### config.mk
export PLATFORM = sky130hd
export DESIGN_NAME = pcbfpga_cfg_loader_flat
export DESIGN_NICKNAME = d
export VERILOG_FILES = /design/src/rtl/pcbfpga_cfg_loader_if.sv /design/src/rtl/pcbfpga_cfg_loader.sv /design/src/flat_wrapper.sv
export SDC_FILE = /design/constraint.sdc
export NUM_CORES = 1
export LEC_CHECK = 0
export BUFFER_PORTS_ARGS = -buffer_cell sky130_fd_sc_hd__buf_2
export CAP_MARGIN = 30
export CORE_MARGIN = 10
export CORE_UTILIZATION = 50
export DETAILED_ROUTE_END_ITERATION = 8
export PLACE_DENSITY = 0.76
export RECOVER_POWER = 50
export REMOVE_ABC_BUFFERS = 1
export SLEW_MARGIN = 20
export SYNTH_ARGS = -nofsm -noshare
export SYNTH_HDL_FRONTEND = slang
export SYNTH_SLANG_ARGS = --single-unit
### constraint.sdc
create_clock -name clk -period 2.6 [get_ports clk]
set_clock_uncertainty 0.2 [all_clocks]
set_input_delay 0.13 -clock clk [delete_from_list [all_inputs] [get_ports clk]]
set_output_delay 0.13 -clock clk [all_outputs]
set_load 0.005 [all_outputs]
### src/rtl/pcbfpga_cfg_loader_if.sv
// Byte-stream handshake between the host bridge (master) and the configuration loader (slave).
interface pcbfpga_cfg_loader_if;
    logic [7:0] in_data;
    logic       in_valid;
    logic       in_ready;

    modport master (
        output in_data,
        output in_valid,
        input  in_ready
    );

    modport slave (
        input  in_data,
        input  in_valid,
        output in_ready
    );
endinterface

### src/rtl/pcbfpga_cfg_loader.sv
// Framed LUT INIT loader: parses SYNC/LEN/frames/CHK, shifts frames MSB first onto the config chain.
// Optional idle watchdog enabled by defining PCBFPGA_CFG_TIMEOUT_EN.
module pcbfpga_cfg_loader #(
    parameter int unsigned K         = 4,
    parameter logic [7:0]  SYNC_BYTE = 8'hA5,
    parameter int unsigned TIMEOUT   = 1024
) (
    input  logic                       clk,
    input  logic                       rst_n,
    input  logic                       clr_i,
    pcbfpga_cfg_loader_if.slave        in_if,
    output logic                       cfg_data_o,
    output logic                       cfg_shift_o,
    output logic                       cfg_latch_o,
    output logic                       busy_o,
    output logic                       done_o,
    output logic                       error_o
);

    localparam int unsigned BytesLog = K - 3;
    localparam int unsigned CntW     = 16 + BytesLog;

    localparam logic [2:0] StSync  = 3'd0;
    localparam logic [2:0] StLenH  = 3'd1;
    localparam logic [2:0] StLenL  = 3'd2;
    localparam logic [2:0] StData  = 3'd3;
    localparam logic [2:0] StShift = 3'd4;
    localparam logic [2:0] StChk   = 3'd5;
    localparam logic [2:0] StDone  = 3'd6;
    localparam logic [2:0] StErr   = 3'd7;

    if (K < 3 || TIMEOUT < 1) begin : g_bad_params
        $error("pcbfpga_cfg_loader: K must be >= 3 and TIMEOUT >= 1");
    end

    logic [2:0]      state_q, state_d;
    logic [7:0]      len_hi_q, len_hi_d;
    logic [CntW-1:0] byte_cnt_q, byte_cnt_d;
    logic [2:0]      bit_cnt_q, bit_cnt_d;
    logic [7:0]      shreg_q, shreg_d;
    logic [7:0]      chk_q, chk_d;
    logic            latch_q, latch_d;
    logic            done_q, done_d;
    logic            error_q, error_d;
    logic            ready;
    logic            accept;

    assign ready  = (state_q != StShift);
    assign accept = in_if.in_valid & ready;

`ifdef PCBFPGA_CFG_TIMEOUT_EN
    localparam int unsigned WdW = $clog2(TIMEOUT + 1);
    logic [WdW-1:0] wd_q, wd_d;
    logic           wd_state;

    assign wd_state = (state_q == StLenH) || (state_q == StLenL) ||
                      (state_q == StData) || (state_q == StChk);
`endif

    always_comb begin
        state_d    = state_q;
        len_hi_d   = len_hi_q;
        byte_cnt_d = byte_cnt_q;
        bit_cnt_d  = bit_cnt_q;
        shreg_d    = shreg_q;
        chk_d      = chk_q;
        latch_d    = 1'b0;
        done_d     = done_q;
        error_d    = error_q;
`ifdef PCBFPGA_CFG_TIMEOUT_EN
        wd_d       = '0;
`endif
        if (clr_i) begin
            // Clear wins over any byte presented in the same cycle.
            state_d    = StSync;
            done_d     = 1'b0;
            error_d    = 1'b0;
            chk_d      = '0;
            byte_cnt_d = '0;
            bit_cnt_d  = '0;
            shreg_d    = '0;
        end else begin
            case (state_q)
                StSync: begin
                    if (accept && in_if.in_data == SYNC_BYTE) begin
                        state_d = StLenH;
                        chk_d   = '0;
                    end
                end
                StLenH: begin
                    if (accept) begin
                        len_hi_d = in_if.in_data;
                        chk_d    = chk_q ^ in_if.in_data;
                        state_d  = StLenL;
                    end
                end
                StLenL: begin
                    if (accept) begin
                        chk_d      = chk_q ^ in_if.in_data;
                        // Frame count scaled to a byte count; the extra bits absorb LEN=FFFF.
                        byte_cnt_d = CntW'({len_hi_q, in_if.in_data}) << BytesLog;
                        state_d    = ({len_hi_q, in_if.in_data} == 16'd0) ? StChk : StData;
                    end
                end
                StData: begin
                    if (accept) begin
                        shreg_d   = in_if.in_data;
                        chk_d     = chk_q ^ in_if.in_data;
                        bit_cnt_d = '0;
                        state_d   = StShift;
                    end
                end
                StShift: begin
                    shreg_d   = {shreg_q[6:0], 1'b0};
                    bit_cnt_d = bit_cnt_q + 3'd1;
                    if (bit_cnt_q == 3'd7) begin
                        byte_cnt_d = byte_cnt_q - CntW'(1);
                        state_d    = (byte_cnt_q == CntW'(1)) ? StChk : StData;
                    end
                end
                StChk: begin
                    if (accept) begin
                        if (in_if.in_data == chk_q) begin
                            latch_d = 1'b1;
                            done_d  = 1'b1;
                            state_d = StDone;
                        end else begin
                            error_d = 1'b1;
                            state_d = StErr;
                        end
                    end
                end
                default: ;
            endcase
`ifdef PCBFPGA_CFG_TIMEOUT_EN
            // Stalls are counted only while the loader is waiting on the host.
            if (wd_state && !in_if.in_valid) begin
                if (wd_q == WdW'(TIMEOUT - 1)) begin
                    error_d = 1'b1;
                    state_d = StErr;
                end else begin
                    wd_d = wd_q + WdW'(1);
                end
            end
`endif
        end
    end

    always_ff @(posedge clk or negedge rst_n) begin
        if (!rst_n) begin
            state_q    <= StSync;
            len_hi_q   <= '0;
            byte_cnt_q <= '0;
            bit_cnt_q  <= '0;
            shreg_q    <= '0;
            chk_q      <= '0;
            latch_q    <= 1'b0;
            done_q     <= 1'b0;
            error_q    <= 1'b0;
        end else begin
            state_q    <= state_d;
            len_hi_q   <= len_hi_d;
            byte_cnt_q <= byte_cnt_d;
            bit_cnt_q  <= bit_cnt_d;
            shreg_q    <= shreg_d;
            chk_q      <= chk_d;
            latch_q    <= latch_d;
            done_q     <= done_d;
            error_q    <= error_d;
        end
    end

`ifdef PCBFPGA_CFG_TIMEOUT_EN
    always_ff @(posedge clk or negedge rst_n) begin
        if (!rst_n) begin
            wd_q <= '0;
        end else begin
            wd_q <= wd_d;
        end
    end
`endif

    assign in_if.in_ready = ready;
    assign cfg_shift_o    = (state_q == StShift);
    assign cfg_data_o     = cfg_shift_o & shreg_q[7];
    assign cfg_latch_o    = latch_q;
    assign busy_o         = (state_q != StSync) && (state_q != StDone) && (state_q != StErr);
    assign done_o         = done_q;
    assign error_o        = error_q;

endmodule

### src/flat_wrapper.sv
// flat-port wrapper written by rule: the top's interface ports become plain ports
module pcbfpga_cfg_loader_flat 
#(
    parameter int unsigned K         = 4,
    parameter logic [7:0]  SYNC_BYTE = 8'hA5,
    parameter int unsigned TIMEOUT   = 1024
)
  (clk, rst_n, clr_i, cfg_data_o, cfg_shift_o, cfg_latch_o, busy_o, done_o, error_o, in_if_in_data, in_if_in_valid, in_if_in_ready);
  pcbfpga_cfg_loader_if in_if_i ();
  input  logic clk;
  input  logic rst_n;
  input  logic clr_i;
  output logic cfg_data_o;
  output logic cfg_shift_o;
  output logic cfg_latch_o;
  output logic busy_o;
  output logic done_o;
  output logic error_o;
  input wire logic [$bits(in_if_i.in_data)-1:0] in_if_in_data;
  input wire logic [$bits(in_if_i.in_valid)-1:0] in_if_in_valid;
  output wire logic [$bits(in_if_i.in_ready)-1:0] in_if_in_ready;
  assign in_if_i.in_data = in_if_in_data;
  assign in_if_i.in_valid = in_if_in_valid;
  assign in_if_in_ready = in_if_i.in_ready;
  pcbfpga_cfg_loader #(.K(K), .SYNC_BYTE(SYNC_BYTE), .TIMEOUT(TIMEOUT)) u_core (.clk(clk), .rst_n(rst_n), .clr_i(clr_i), .in_if(in_if_i), .cfg_data_o(cfg_data_o), .cfg_shift_o(cfg_shift_o), .cfg_latch_o(cfg_latch_o), .busy_o(busy_o), .done_o(done_o), .error_o(error_o));
endmodule
==> flow_summary_export.csv <==
group,metric,value,unit
yosys,syn_area,2959,um2
layout,fillers,506,
routing,wl_met1,3271,um
routing,vias,2571,
cts,cts_made_buffers,5,
yosys,async_flop_share,100.0,%
grt,grt_pass1_vias,2456,
timing,hold_viol,0,
setup_path,endpoint_kind,"flop",
floorplanning,ios,19,
grt,grt-ovfl-total,0,
placement,io_buffers,18,
routing,met2_length,3382,um
routing,drt_first_pass_iters,5,
power,p_sw_share,35.31,%
cts,clk_pin_slew,0.09,ns
power,p_sw,0.8430,mW
yosys,synth_most_common_cell,"dfrtp_1",
power,p_int,1.544,mW
grt,grt_pass1_wl,12120,um
yosys,synth_warnings,0,
run,maxCapViolCount,0,
yosys,synth_edf_count,0,
yosys,yosys_most_used_dff,"dfrtp_1",
placement,gp_congestion,0.8121,
cts,clk_latency,0.32,ns
timing,timing.setup.tns,0,ns
worst_hold_path,min_path_cells,2,
timing,fmax,432.1,MHz
setup_path,rr_worst_depth,6,
routing,viasPerCell,6.136,
yosys,ys_top_cells_by_area,"dfrtp_1 42%, o21ai_0 4.2%, nand2_1 4.2%",
power,vdd_drop_max,0.4401,mV
power,power.leakage,1.409,nW
grt,antenna_found_initial,0,
yosys,yosysTopAreaCellShare,42.28,%
routing,wl_per_cell,17.00,um
floorplanning,start_util,52.77,%
timing,setup_slack,0.2857,ns
cts,cts.sinks,50,
floorplanning,die_h,96.93,um
cts,cts_setup_buffers,0,
setup_path,worst-setup-path-type,"in -> reg",
power,power.density,724.4,nW/um2
cts,cts_tree,"built",
power,clkPwrFrac,23.7,%
routing,drtIter0Drc,159,
timing,tightestPinTransition,1.221,ns
yosys,avgSynthCellArea,9.133,um2
grt,track_usage,14.97,%
setup_path,crit_required,2.63,ns
routing,drc,0,
timing,setup_viol,0,
yosys,yosys-top-cells-count,"50 x dfrtp_1, 33 x nand2_1, 31 x nor2_1, 25 x o21ai_0, 19 x a21oi_1",
cts,h-tree-depth,2,
placement,dp_hpwl,4821,um
yosys,synth-seq-cells,50,
power,combinationalPowerShare,32.5,%
timing,rsz0062_at_grt,"false",
timing,slew_violations,0,
routing,wl_met3,327,um
floorplanning,die_w,96.93,um
cts,cts_resized,0,
yosys,synth_top_area_cell,"dfrtp_1",
timing,fin_crit,2.314,ns
grt,grt_max_degree,51,
layout,design_area,3296,um2
routing,ant_nets,0,
setup_path,cp_max_fo,9,
layout,nets,362,
timing,max_slew_margin,18.62,%
yosys,netlist_instances,324,
floorplanning,core_area,5608,um2
yosys,seq_area_frac_synth,42.28,%
routing,wl,7121,um
cts,cts_root_buffer,"clkbuf_8",
power,seqPwrFrac,43.8,%
layout,drive_gt1_share,15.56,%
timing,fin_crit_sh,89.01,%
outcome,outcome,"finished clean",
setup_path,critPathLaunchType,"input port",
yosys,synthDistinctLibCells,58,
cts,clockBufferDepth,2,
floorplanning,die_area,9395,um2
layout,antennaDiodeCount,0,
placement,place_area,3097,um2
worst_hold_path,hold_path.class,"in -> reg",
routing,top_layer,"met4",
setup_path,worst_ep_arrival_time,2.35,ns
placement,preCtsSetupSlack,0.3800,ns
layout,syn_to_final_growth,11.37,%
floorplanning,fp-row-count,27,
==> metal layers <==
layer	vias to the layer above	track usage [%]
met1	1268	19.80
met2	67	23.88
li1	1224	-
met5	-	0
met3	12	2.910
met4	0	4.735
==> cells in the final DEF, fill, tap and decap left out, types with 3 or more instances in the layout <==
cell type,n
nand2b_1,9
dlygate4sd3_1,9
o22ai_1,4
a21oi_1,19
o41ai_1,3
nor3_1,5
dfrtp_1,50
nor4_1,9
a22oi_1,4
a2bb2oi_1,4
mux2_2,9
buf_4,9
mux2i_1,4
a22o_1,4
nand3b_1,5
a21o_1,3
o31ai_1,10
o21ai_1,10
a211oi_1,4
nand3_1,5
clkbuf_8,5
nor2_1,31
xor2_1,8
o21ai_0,25
or4_1,3
buf_2,16
inv_1,5
ha_1,4
nand2_1,33
==> critical path, stage by stage <==
cell and delay, ns:
dlygate4sd3_1 0.55, buf_2 0.17, nor4_1 0.50, a41o_1 0.28, o21ai_2 0.12, or2_1 0.39
o31ai_4 0.20
==> repair_timing <==
action,in CTS,in global routing
setup endpoints to repair,0,0
hold endpoints to repair,63,0
hold buffers,9,0
==> logic make-up after synthesis <==
kind of cell               Yosys count  synth area share (%)
and+or+nand+nor                    115                 20.30
AOI/OAI and AO/OA                  106                 23.68
DFF                                 50                 42.28
buffers and inverters               28                 4.905
muxes                               13                 4.778
xor gates and xnor gates             8                 2.368
adders and majority gates            4                 1.691
==> stage by stage <==
| stage | instances | total power [mW] | utilization (%) | hold WS [ns] |
|---|---|---|---|---|
| 3_3_place_gp | 402 | 1.791 | 55.22 | 0.06881 |
| 6_report | 419 | 2.387 | 58.77 | 0.02375 |
| 3_5_place_dp | 402 | 1.813 | 55.22 | 0.07629 |
| 2_1_floorplan | 302 | 1.567 | - | -0.3656 |
| 5_1_grt | 419 | 2.538 | 58.77 | 0.04172 |
| 4_1_cts | 419 | 2.385 | 58.86 | 0.02007 |
==> area by class of cell <==
type                    instances  area, um2  share of cell area, %
clock inverters                 3      45.04                  1.367
repair buffers                 37      250.2                  7.593
inverters                       6      27.53                 0.8352
clock buffers                   5      68.82                  2.088
flip-flops and latches         50       1251                  37.97
multi-input cells             246       1563                  47.42
well taps                      72      90.09                  2.733
==> flip-flops by register name, summed over array words and instances, names as in the netlist <==
name,flops
u_core.error_o,1
u_core.done_o,1
u_core.bit_cnt_q,3
u_core.len_hi_q,8
u_core.chk_q,8
u_core.state_q,3
u_core.byte_cnt_q,17
u_core.shreg_q,8
u_core.cfg_latch_o,1
==> power groups by stage <==
stage	clock network [mW]	registers (mW)	logic [mW]
2_1_floorplan	0	1.04	0.525
3_3_place_gp	0	1.05	0.739
3_5_place_dp	0	1.06	0.755
4_1_cts	0.573	1.04	0.769
5_1_grt	0.610	1.07	0.860
6_report	0.566	1.05	0.776
==> path summary, 6_finish.rpt <==
check	startpoint	endpoint	slack [ns]
setup / recovery	in_if_in_data[1]	u_core.chk_q[2]	0.29
hold / removal	clr_i	u_core.cfg_latch_o	0.02
setup reg to reg	u_core.state_q[0]	u_core.chk_q[0]	0.37
hold reg to reg	u_core.shreg_q[3]	u_core.shreg_q[3]	0.29
max in group asynchronous	rst_n	u_core.byte_cnt_q[13]	0.99
min in group asynchronous	rst_n	u_core.shreg_q[4]	0.47
Power figures use the tool's default switching activity.
